### src/rtl/maxnet_pkg.sv
// Shared sizing, state encoding and fixed weight constants for the Maxnet parameter loader.
package maxnet_pkg;
    localparam int N       = 4;
    localparam int WORD_W  = 32;
    localparam int N_W     = N * N;
    localparam int N_BEATS = N + N_W;
    localparam int CNT_W   = $clog2(N_BEATS);

    localparam logic [31:0] EPS = 32'hBE000000;
    localparam logic [31:0] ONE = 32'h3F800000;

    typedef enum logic [1:0] {
        IDLE   = 2'd0,
        LOAD_X = 2'd1,
        LOAD_W = 2'd2,
        DONE   = 2'd3
    } loader_state_t;
endpackage

### src/rtl/maxnet_param_regfile.sv
// Word array with a single write port (enable + address) and a flattened parallel read port.
module maxnet_param_regfile #(
    parameter int WORD_W = 32,
    parameter int DEPTH  = 4,
    parameter int AW     = 5
) (
    input  logic                      clk,
    input  logic                      rst,
    input  logic                      we,
    input  logic [AW-1:0]             waddr,
    input  logic [WORD_W-1:0]         wdata,
    output logic [DEPTH*WORD_W-1:0]   rdata_flat
);
    logic [DEPTH-1:0][WORD_W-1:0] mem_q;

    always_ff @(posedge clk) begin
        if (rst) begin
            mem_q <= '0;
        end else if (we) begin
            for (int k = 0; k < DEPTH; k++) begin
                if (waddr == AW'(k)) mem_q[k] <= wdata;
            end
        end
    end

    assign rdata_flat = mem_q;
endmodule

### src/rtl/maxnet_param_loader.sv
// Streams N activations and an NxN weight matrix into registers and presents them in parallel.
// Define MAXNET_WEIGHT_GEN_EN to generate the weights internally (ONE on the diagonal, EPS elsewhere).
module maxnet_param_loader #(
    parameter int          WORD_W = maxnet_pkg::WORD_W,
    parameter int          N      = maxnet_pkg::N,
    parameter logic [31:0] EPS    = maxnet_pkg::EPS,
    parameter logic [31:0] ONE    = maxnet_pkg::ONE
) (
    input  logic                    clk,
    input  logic                    rst,
    input  logic                    start,
    input  logic [WORD_W-1:0]       in_data,
    input  logic                    in_valid,
    output logic                    in_ready,
    output logic [N*WORD_W-1:0]     x_flat,
    output logic [N*N*WORD_W-1:0]   w_flat,
    output logic                    params_valid,
    output logic                    busy
);
    import maxnet_pkg::*;

    localparam int NW = N * N;
    localparam int NB = N + NW;
    localparam int CW = $clog2(NB);

    loader_state_t state_q;
    logic [CW-1:0] cnt_q;
    logic          in_ready_q, busy_q, pvalid_q;
    logic          accept, x_we;

    assign accept       = in_valid && in_ready_q;
    assign x_we         = accept && (state_q == LOAD_X);
    assign in_ready     = in_ready_q;
    assign busy         = busy_q;
    assign params_valid = pvalid_q;

    // Outputs are registered alongside the state so they always match it.
    always_ff @(posedge clk) begin
        if (rst) begin
            state_q    <= IDLE;
            cnt_q      <= '0;
            in_ready_q <= 1'b0;
            busy_q     <= 1'b0;
            pvalid_q   <= 1'b0;
        end else begin
            case (state_q)
                IDLE, DONE: begin
                    if (start) begin
                        state_q    <= LOAD_X;
                        in_ready_q <= 1'b1;
                        busy_q     <= 1'b1;
                        pvalid_q   <= 1'b0;
                    end
                end
                LOAD_X: begin
                    if (accept) begin
                        if (cnt_q == CW'(N - 1)) begin
`ifdef MAXNET_WEIGHT_GEN_EN
                            state_q    <= DONE;
                            cnt_q      <= '0;
                            in_ready_q <= 1'b0;
                            busy_q     <= 1'b0;
                            pvalid_q   <= 1'b1;
`else
                            state_q    <= LOAD_W;
                            cnt_q      <= cnt_q + 1'b1;
`endif
                        end else begin
                            cnt_q <= cnt_q + 1'b1;
                        end
                    end
                end
                LOAD_W: begin
                    if (accept) begin
                        if (cnt_q == CW'(NB - 1)) begin
                            state_q    <= DONE;
                            cnt_q      <= '0;
                            in_ready_q <= 1'b0;
                            busy_q     <= 1'b0;
                            pvalid_q   <= 1'b1;
                        end else begin
                            cnt_q <= cnt_q + 1'b1;
                        end
                    end
                end
                default: state_q <= IDLE;
            endcase
        end
    end

    maxnet_param_regfile #(.WORD_W(WORD_W), .DEPTH(N), .AW(CW)) u_xregs (
        .clk        (clk),
        .rst        (rst),
        .we         (x_we),
        .waddr      (cnt_q),
        .wdata      (in_data),
        .rdata_flat (x_flat)
    );

`ifdef MAXNET_WEIGHT_GEN_EN
    for (genvar i = 0; i < N; i++) begin : g_row
        for (genvar j = 0; j < N; j++) begin : g_col
            assign w_flat[(i*N+j)*WORD_W +: WORD_W] = (i == j) ? WORD_W'(ONE) : WORD_W'(EPS);
        end
    end
`else
    logic          w_we;
    logic [CW-1:0] w_addr;

    // Weight beats follow the N activations, so rebase the counter to 0.
    assign w_we   = accept && (state_q == LOAD_W);
    assign w_addr = cnt_q - CW'(N);

    maxnet_param_regfile #(.WORD_W(WORD_W), .DEPTH(NW), .AW(CW)) u_wregs (
        .clk        (clk),
        .rst        (rst),
        .we         (w_we),
        .waddr      (w_addr),
        .wdata      (in_data),
        .rdata_flat (w_flat)
    );
`endif
endmodule

### config.mk
export PLATFORM = sky130hd
export DESIGN_NAME = maxnet_param_loader
export DESIGN_NICKNAME = d
export VERILOG_FILES = /design/src/rtl/maxnet_pkg.sv /design/src/rtl/maxnet_param_regfile.sv /design/src/rtl/maxnet_param_loader.sv
export SDC_FILE = /design/constraint.sdc
export NUM_CORES = 1
export LEC_CHECK = 0
export ABC_AREA = 0
export BUFFER_PORTS_ARGS = -buffer_cell sky130_fd_sc_hd__buf_2
export CAP_MARGIN = 20
export CORE_AREA = 2 2 266 268
export CTS_CLUSTER_DIAMETER = 120
export DETAILED_ROUTE_END_ITERATION = 16
export DIE_AREA = 0 0 268 270
export GPL_TIMING_DRIVEN = 0
export MAX_ROUTING_LAYER = met4
export SYNTH_ARGS = -nofsm -noshare
export SYNTH_HDL_FRONTEND = slang
export SYNTH_HIERARCHICAL = 1
export SYNTH_SLANG_ARGS = --single-unit
### constraint.sdc
create_clock -name clk -period 2.3 [get_ports clk]
set_clock_uncertainty 0.05 [all_clocks]
set_input_delay 0.115 -clock clk [delete_from_list [all_inputs] [get_ports clk]]
set_output_delay 0.115 -clock clk [all_outputs]
set_load 0.1 [all_outputs]
==> metrics list, run 1 <==
- Result of the run: finished clean
- For this run, the share of the core covered by cells in the final layout is 47.7%.
* Number of top-level design ports: 679
- Crit Path Max Fanout: 10
- Number of cells on the worst reg-to-reg path: 8
* Part of the power in the clock network: 47.3%
- Die Span X: 268 microns
- Leaving out filler cells and counting taps, the final layout contains 4082.
- Wire per inst: 23.3 microns
- Of the total power, the share spent switching nets is 24.8%.
- Global routing consumed, over all layers together, 26.3% of the routing resources.
- Of the available clock period, the critical path in the final layout requires 97.7%.
- Flip-flop cell with the highest count after synthesis: sky130_fd_sc_hd__dfxtp_1
- Max-cap violations in this run came to 0.
- Summed over all cells, the static leakage comes to between 15 and 20 nW.
* Area occupied by multi-input gates: 11600 sq um
- Area overhead of the layout relative to synthesis: 29.8%
* Crit path capture type: flip-flop
* Internal power consumption: 18.7 mW
* Worst max-slew margin expressed relative to the limit: roughly 33%
* Net count after synthesis: 2335
* Clock sink count: 649
- Height of the chip: 270 microns
- Gpl congestion: 0.907
- Fraction of layout cells with a size suffix above 1: 29.6%
- FF+latch count, synth: roughly 650
- In this run the number of H-tree levels came out at 3.
- Buffers inserted during clock tree synthesis total 74.
* Signal arrival time at the worst endpoint: 2.73 ns
- For the pin with the worst max-slew slack, the measured transition is 1.00 ns.
- Global-route wire length before repair: 136 mm
* Total core area: a little under 70000 sq um
* Overall via count from detail_route: a little under 20000
- The worst-case IR drop observed on VDD is 0.000646 V.
* Total Die Area: a little over 70000 sq um
- Cell-by-cell trace of the critical path: inv_1, ha_2, and3_2, or4b_4, nor3_4, buf_12, buf_6, mux2i_1
- In this run the remaining antenna-violating nets after routing total 0.
- Cell at the slowest stage of the critical path: sky130_fd_sc_hd__or4b_4
- Final setup vio count: 0
- Switching power of the nets: 6.15 mW
- The worst setup path is launched from a flip-flop.
- In this run, flip-flops and latches consume between 40 and 50% of the power.
- Mean cell area of the mapped netlist: around 11 sq um
* Fraction of registers with async set/reset: 0%
- The worst setup path is of the reg -> reg kind.
* Setup repair after global routing missed its margin: true
- For flop-to-flop paths, the worst setup slack is 0.05 ns.
* Clock transition at the registers of the reported paths: 0.06 ns
- In this run the worst hold path is classified as in -> reg.
* Unique cell type count in the Yosys netlist: 42
- In the final layout, flip-flops and latches occupy approximately 13000 sq um.
- The startpoint identified for the worst register-to-register timing path is state_q[1].
* Worst path max stage delay: 0.50 ns
- Number of search-and-repair iterations in the first detailed-routing pass: 5
- In this run, the number of DRC markers left after iteration 0 of detailed routing was between 900 and 1000.
- Final-report max-slew violation count: 0
- The most critical setup path has its endpoint at u_xregs/rdata_flat[10].
- Detailed Place HPWL: slightly above 70 mm
* Number of core rows: between 90 and 100
- Worst reg2reg path endpoint: u_xregs/rdata_flat[10]
- Dividing total power by cell area gives a power density of 748 nW/um^2.
- Final-layout fill cell count: 6530
* Number of antenna violations at the first check in global routing: 1
* Starting density of the core: 36.8%
- Detailed Route WL: 95.1 mm
- Using the TritonRoute via totals, the vias-per-cell ratio works out to 4.82.
* Number of remaining DRC errors: 0
* Global route total overflow: 0
* Synthesized instance count: 2292
- Required time of the critical path: 2.79 ns
* CTS tree: done
- Netlist Area Pre-Place: 25600 sq um
- The share of the Yosys chip area taken by registers is 50.8%.
- The most critical setup path has its startpoint at state_q[1].
* Maximum number of pins on one net before global-route repair: 14
* Instance count after placement with tap cells included: 3909
- Combinational logic is responsible for about 7% of the overall power.
* PortBufs: 677
* Final number of hold-violating endpoints: 0
* Clock network latency to the later pin of the worst-skew pair: 0.60 ns
- For the finished layout, the period the worst path requires is 2.25 ns.
* Total number of nets in the final design: 3127
* Max frequency: about 0.45 GHz
- The longest clock path from root to sink contains 3 buffers.
* Via count of the first global-routing pass: 19800
- Clock Root Buffer: sky130_fd_sc_hd__clkbuf_16
* Yosys Warn Count: 6
* Cells on Worst Hold Path: 3
- Number of enable flip-flop cells after synthesis: 0
[power by group through the flow]
stage          registers [mW]  logic, mW  clock network [mW]
6_report                 11.4       1.72                11.7
5_1_grt                  11.4       1.80                12.5
4_1_cts                  11.4       1.70                12.0
3_5_place_dp             11.6       1.63                   0
3_3_place_gp             11.6       1.61                   0
2_1_floorplan            11.9      0.790                   0
[cell usage in the layout (no fill, tap or decap), types with 6 or more instances in the layout]
master,instances
sky130_fd_sc_hd__a21oi_1,7
sky130_fd_sc_hd__buf_2,715
sky130_fd_sc_hd__buf_4,21
sky130_fd_sc_hd__buf_6,31
sky130_fd_sc_hd__clkbuf_1,137
sky130_fd_sc_hd__clkbuf_16,75
sky130_fd_sc_hd__clkbuf_8,17
sky130_fd_sc_hd__clkinv_2,12
sky130_fd_sc_hd__dfxtp_1,645
sky130_fd_sc_hd__dlygate4sd3_1,35
sky130_fd_sc_hd__mux2i_1,639
sky130_fd_sc_hd__nand2_1,6
sky130_fd_sc_hd__nand2_4,9
sky130_fd_sc_hd__nand2b_1,705
[metrics by stage]
step / TNS, ns / hold WS (ns) / total power [mW] / instance area (sq um) / worst slack (ns)
CTS: 0 / 0.0403 / 25.0 / 33100 / 0.00696
detailed placement: -73.70 / 0.410 / 13.2 / 30100 / -0.261
floorplan: 0 / 0.286 / 12.7 / 25600 / 0.0361
global placement: -40.14 / 0.406 / 13.2 / 30100 / -0.172
global route: -0.118 / 0.0821 / 25.6 / 33200 / -0.0254
finish: 0 / 0.0965 / 24.8 / 33200 / 0.0533
[worst min path at each step]
stage,slack (ns),start,end
5_1_grt,0.08,rst,u_xregs/rdata_flat[37]
3_5_place_dp,0.41,u_wregs/rdata_flat[38],u_wregs/rdata_flat[38]
3_3_place_gp,0.41,u_wregs/rdata_flat[34],u_wregs/rdata_flat[34]
6_report,0.1,rst,u_xregs/rdata_flat[36]
4_1_cts,0.04,rst,u_xregs/rdata_flat[38]
2_1_floorplan,0.29,in_data[23],u_xregs/rdata_flat[23]
[synthesized netlist by cell type (2+ instances only)]
library cell	n	share of area, %
sky130_fd_sc_hd__inv_1	6	0.088
sky130_fd_sc_hd__mux2i_1	640	25
sky130_fd_sc_hd__and4bb_2	2	0.098
sky130_fd_sc_hd__nand2_2	10	0.24
sky130_fd_sc_hd__buf_2	43	0.84
sky130_fd_sc_hd__and3_2	2	0.059
sky130_fd_sc_hd__and2_1	4	0.098
sky130_fd_sc_hd__buf_8	3	0.18
sky130_fd_sc_hd__nand2_1	7	0.10
sky130_fd_sc_hd__nor2b_1	2	0.049
sky130_fd_sc_hd__clkbuf_1	122	1.8
sky130_fd_sc_hd__buf_6	12	0.53
sky130_fd_sc_hd__nor2_1	4	0.059
sky130_fd_sc_hd__a21oi_1	7	0.14
sky130_fd_sc_hd__nand3_1	3	0.059
sky130_fd_sc_hd__nor3_1	2	0.039
sky130_fd_sc_hd__nand3b_1	2	0.059
sky130_fd_sc_hd__nand3_2	4	0.16
sky130_fd_sc_hd__xnor2_1	3	0.10
sky130_fd_sc_hd__ha_1	7	0.34
sky130_fd_sc_hd__o21ai_2	2	0.069
sky130_fd_sc_hd__buf_4	33	0.97
sky130_fd_sc_hd__nand2b_1	705	17
sky130_fd_sc_hd__dfxtp_1	649	51
[timing repair]
action,CTS,global route
hold endpoints to repair,134,0
setup buffers,4,0
gates cloned,0,0
endpoints found under the setup margin,580,487
hold buffers,35,0
pin swaps,2,0
gates resized for setup,27,25
[cell families after synthesis]
kind of cell | after synthesis | synth area share, %
mux | 640 | 25.1
buf+inv | 219 | 4.40
fa+ha+maj | 7 | 0.343
compound gates | 16 | 0.504
simple gates | 757 | 18.7
flops | 649 | 50.8
xor+xnor | 4 | 0.137
[cell type report]
type                            instances  share of cell area [%]
Inverter                                6                  0.0679
Tap cell                              940                    3.55
Antenna cell                            3                  0.0226
Multi-Input combinational cell       1424                    34.8
Sequential cell                       649                    39.2
Buffer                                213                    3.57
Clock buffer                          107                    6.53
Clock inverter                         24                   0.826
Timing Repair Buffer                  716                    11.4
[critical path, delay by kind of cell, from the launching register on]
kind	cells	cell delay, ns
mux	1	0.22
buf+inv	3	0.44
simple gates	3	0.91
fa+ha+maj	1	0.24
flops	1	0.32
[metal layers]
| metal | track usage (%) | vias to the layer above | routed length [microns] |
|---|---|---|---|
| li1 | - | 9123 | - |
| met4 | 12.9 | 0 | 4930 |
| met5 | - | - | 0 |
| met1 | 31.5 | 9725 | 39900 |
| met2 | 41.4 | 635 | 44300 |
| met3 | 5.91 | 202 | 5990 |
[flip-flops by register name, summed over array words and instances, names as in the netlist]
signal,flops
state_q,2
params_valid,1
busy,1
u_xregs/rdata_flat,128
cnt_q,5
u_wregs/rdata_flat,512
No activity file was read; power rests on OpenSTA's default activity.
==> run 2: changes to the inputs <==
- CORE_AREA: 2 2 266 268 -> 4 4 260 262
- DIE_AREA: 0 0 268 270 -> 0 0 264 266
==> run 2 against run 1 <==
  * Sequential share of layout area up 0.16 points
  * Register-to-register slack better by 0.03 ns
  * Combinational power about the same
  * Worst setup slack improved by 0.033 ns
  * Flip-flop and latch count is the same
  * Critical endpoint is now u_xregs/rdata_flat[14]
  * Highest routed layer unchanged
==> metrics list, run 2 (synthesis results as in run 1) <==
- The number of max-cap violations was 0 (unchanged).
- Total Die Area: 70200 sq um (-3.0%)
- # H-tree levels: 3 (unchanged)
- The critical path starts at state_q[1].
- The run finished with clean final reports.
* Die Span X: 264 microns (-1.5%)
* Worst path max stage delay: 0.49 ns (about the same)
* Crit share post-route: 96.3% (-1.4 points)
* Final worst hold slack: 0.0581 ns (-0.0384 ns)
* Total number of cells along the worst setup path: 8 (unchanged)
- The vias after detailed routing is 19700 (-0.046%).
- Number of buffers between clock root and the deepest sink: 3 (unchanged)
* Worst hold path class: in -> reg
* Final setup vio count: 0 (unchanged)
* Max frequency: 0.452 GHz (+1.5%)
* Detailed Place HPWL: 73.0 mm (+1.5%)
- The combined global-route utilization of all metal layers is 26.8% (+0.50 points).
- Clock transition at the registers of the reported paths: 0.06 ns (about the same)
- The top fanout value on the critical path came to 10 (unchanged).
- Clock Root Buffer: sky130_fd_sc_hd__clkbuf_16
- The number of max-slew violations in the final report was 0 (unchanged).
- Crit path capture type: flip-flop
- The post-layout utilization of the core came to 50.5% (+2.8 points).
- CP endpoint: u_xregs/rdata_flat[14]
- The clock insertion delay at the later pin of the skew report came to 0.60 ns (about the same).
* P_leak: 18.0 nW (-0.18%)
- Clock sink count: 649 (unchanged)
- WP buf/inv: 3 (unchanged)
- The number of DRC markers in iteration 0 came to 1241 (+27%).
- Category of the worst setup path launch point: flip-flop
* Cell-by-cell trace of the critical path: inv_1, ha_2, and3_2, or4b_4, nor3_4, buf_12, buf_6, mux2i_1
- The total length of routed wires is 96.2 mm (+1.2%).
- On the critical path the largest part of the delay comes from simple AND/OR/NAND/NOR gates.
* Worst max-slew margin expressed relative to the limit: 35.5% (+2.3 points)
* Areal power density over the cells: 746 nW/um^2 (-0.38%)
* Number of cells on the worst reg-to-reg path: 8 (unchanged)
- The worst path required time is 2.79 ns (about the same).
* Cell at the slowest stage of the critical path: sky130_fd_sc_hd__or4b_4
- The worst register-to-register path ends at u_xregs/rdata_flat[14].
- TritonCTS built the clock tree.
- Setup repair after global routing could not meet its margin everywhere.
- The startpoint identified for the worst register-to-register timing path is state_q[1].
- The initial standard-cell utilization of the core came to 39.1% (+2.3 points).
- The total DRC errors in the routed layout was 0 (unchanged).
- Area overhead of the layout relative to synthesis: 29.3%
* Final-layout fill cell count: 6098 (-6.6%)
- The largest voltage drop on the vdd net came to 0.000477 V (-26%).
* Height of the chip: 266 microns (-1.5%)
- The remaining number of nets flagged by the antenna check after routing was 0 (unchanged).
- Placement-stage worst setup slack: -0.251 ns (+0.00909 ns)
* Fraction of layout cells with a size suffix above 1: 29.6% (-0.077 points)
* Number of core rows: 94 (-3.1%)
- The total of buffers placed on input and output ports is 677 (unchanged).
- Clock period minus worst slack: 2.21 ns (-0.0329 ns)
- Number of buffers created by CTS: 71 (-4.1%)
- Highest-count cells in the layout ignoring fill and taps: sky130_fd_sc_hd__buf_2, sky130_fd_sc_hd__nand2b_1, sky130_fd_sc_hd__dfxtp_1
- The slew at the pin with the worst max-slew slack was 0.967 ns (-0.0342 ns).
- The placeable core area was 65400 sq um (-6.0%).
* WS Path Type: reg -> reg
- The flip-flop count of the largest register after layout is 512 (unchanged).
- The layout net count is 3124 (-0.096%).
- Number of search-and-repair iterations in the first detailed-routing pass: 5 (unchanged)
* Reg-to-reg slack, setup: 0.09 ns (+0.03 ns)
- Fin worst setup slack: 0.0862 ns (+0.0329 ns)
- The global-route wire length before repair came to 137 mm (+0.81%).
* Global route total overflow: 0 (unchanged)
- Most common cell after layout, fill and taps aside: sky130_fd_sc_hd__buf_2
- The via count of the first global-routing pass is 19900 (+0.66%).
- Gpl congestion: 0.878 (-3.2%)
- The top-level port count is 679 (unchanged).
* Signal arrival time at the worst endpoint: 2.70 ns (-0.03 ns)
- Wire per inst: 24.0 microns (+3.2%)
* Tot Pwr: 24.6 mW (-0.77%)
* Final number of hold-violating endpoints: 0 (unchanged)
- The detail-routed via count per cell was 4.92 (+2.0%).
- Number of antenna violations at the first check in global routing: 2 (+1)
- The pin count of the biggest net entering global routing came to 15 (+1).
-- run 2: how the worst min path moves through the flow --
stage | from | to | cells past startpoint
after global routing | rst | u_xregs/rdata_flat[109] | 3
after floorplan | in_data[23] | u_xregs/rdata_flat[23] | 2
final | rst | u_xregs/rdata_flat[109] | 3
after CTS | rst | u_xregs/rdata_flat[109] | 3
after global placement | u_wregs/rdata_flat[54] | u_wregs/rdata_flat[54] | 2
after detailed placement | u_wregs/rdata_flat[57] | u_wregs/rdata_flat[57] | 2
-- run 2: area by class of cell --
type                       count  area (sq um)  share of cell area (%)
antenna                        1          2.50                 0.00757
buffer                       213          1220                    3.70
clock buffer                 103          2070                    6.26
clock inverter                26           288                   0.871
inverter                       6          22.5                  0.0682
multi-input combinational   1424         11600                    35.0
sequential                   649         13000                    39.4
tap                          864          1080                    3.27
timing repair buffer         716          3780                    11.5
-- run 2: report_power, final --
group | switching [mW] | internal, mW | leakage, nW | total [mW]
clock | 4.79 | 6.75 | 1.17 | 11.5
combinational | 1.18 | 0.545 | 11.6 | 1.72
sequential | 0.0644 | 11.3 | 5.23 | 11.4
-- run 2: worst min-delay path, stage by stage --
cell                       delay, ns
sky130_fd_sc_hd__clkbuf_1       0.22
sky130_fd_sc_hd__nand2b_1       0.22
sky130_fd_sc_hd__mux2i_1        0.11
-- run 2: what timing repair did --
| action | CTS | global route |
|---|---|---|
| buffers inserted | 3 | 0 |
| gates resized for setup | 31 | 35 |
| hold buffers | 36 | 0 |
| endpoints found under the hold margin | 134 | 0 |
| pin swaps | 2 | 0 |
| setup endpoints to repair | 580 | 444 |
-- run 2: through the flow --
stage / cells / area [sq um] / TNS [ns]
floorplan: 2292 / 25600 / 0
global placement: 3833 / 30000 / -39.42
detailed placement: 3833 / 30000 / -68.66
CTS: 4001 / 32900 / -0.0434
global route: 4001 / 33000 / -0.117
finish: 4002 / 33000 / 0
-- run 2: metal layers --
metal / wire length, microns / up-vias / track usage [%]
met5: 0 / - / -
met4: 3300 / 0 / 8.27
met3: 5880 / 143 / 6.73
met2: 46300 / 559 / 44.3
met1: 40700 / 9854 / 32.4
li1: - / 9120 / -
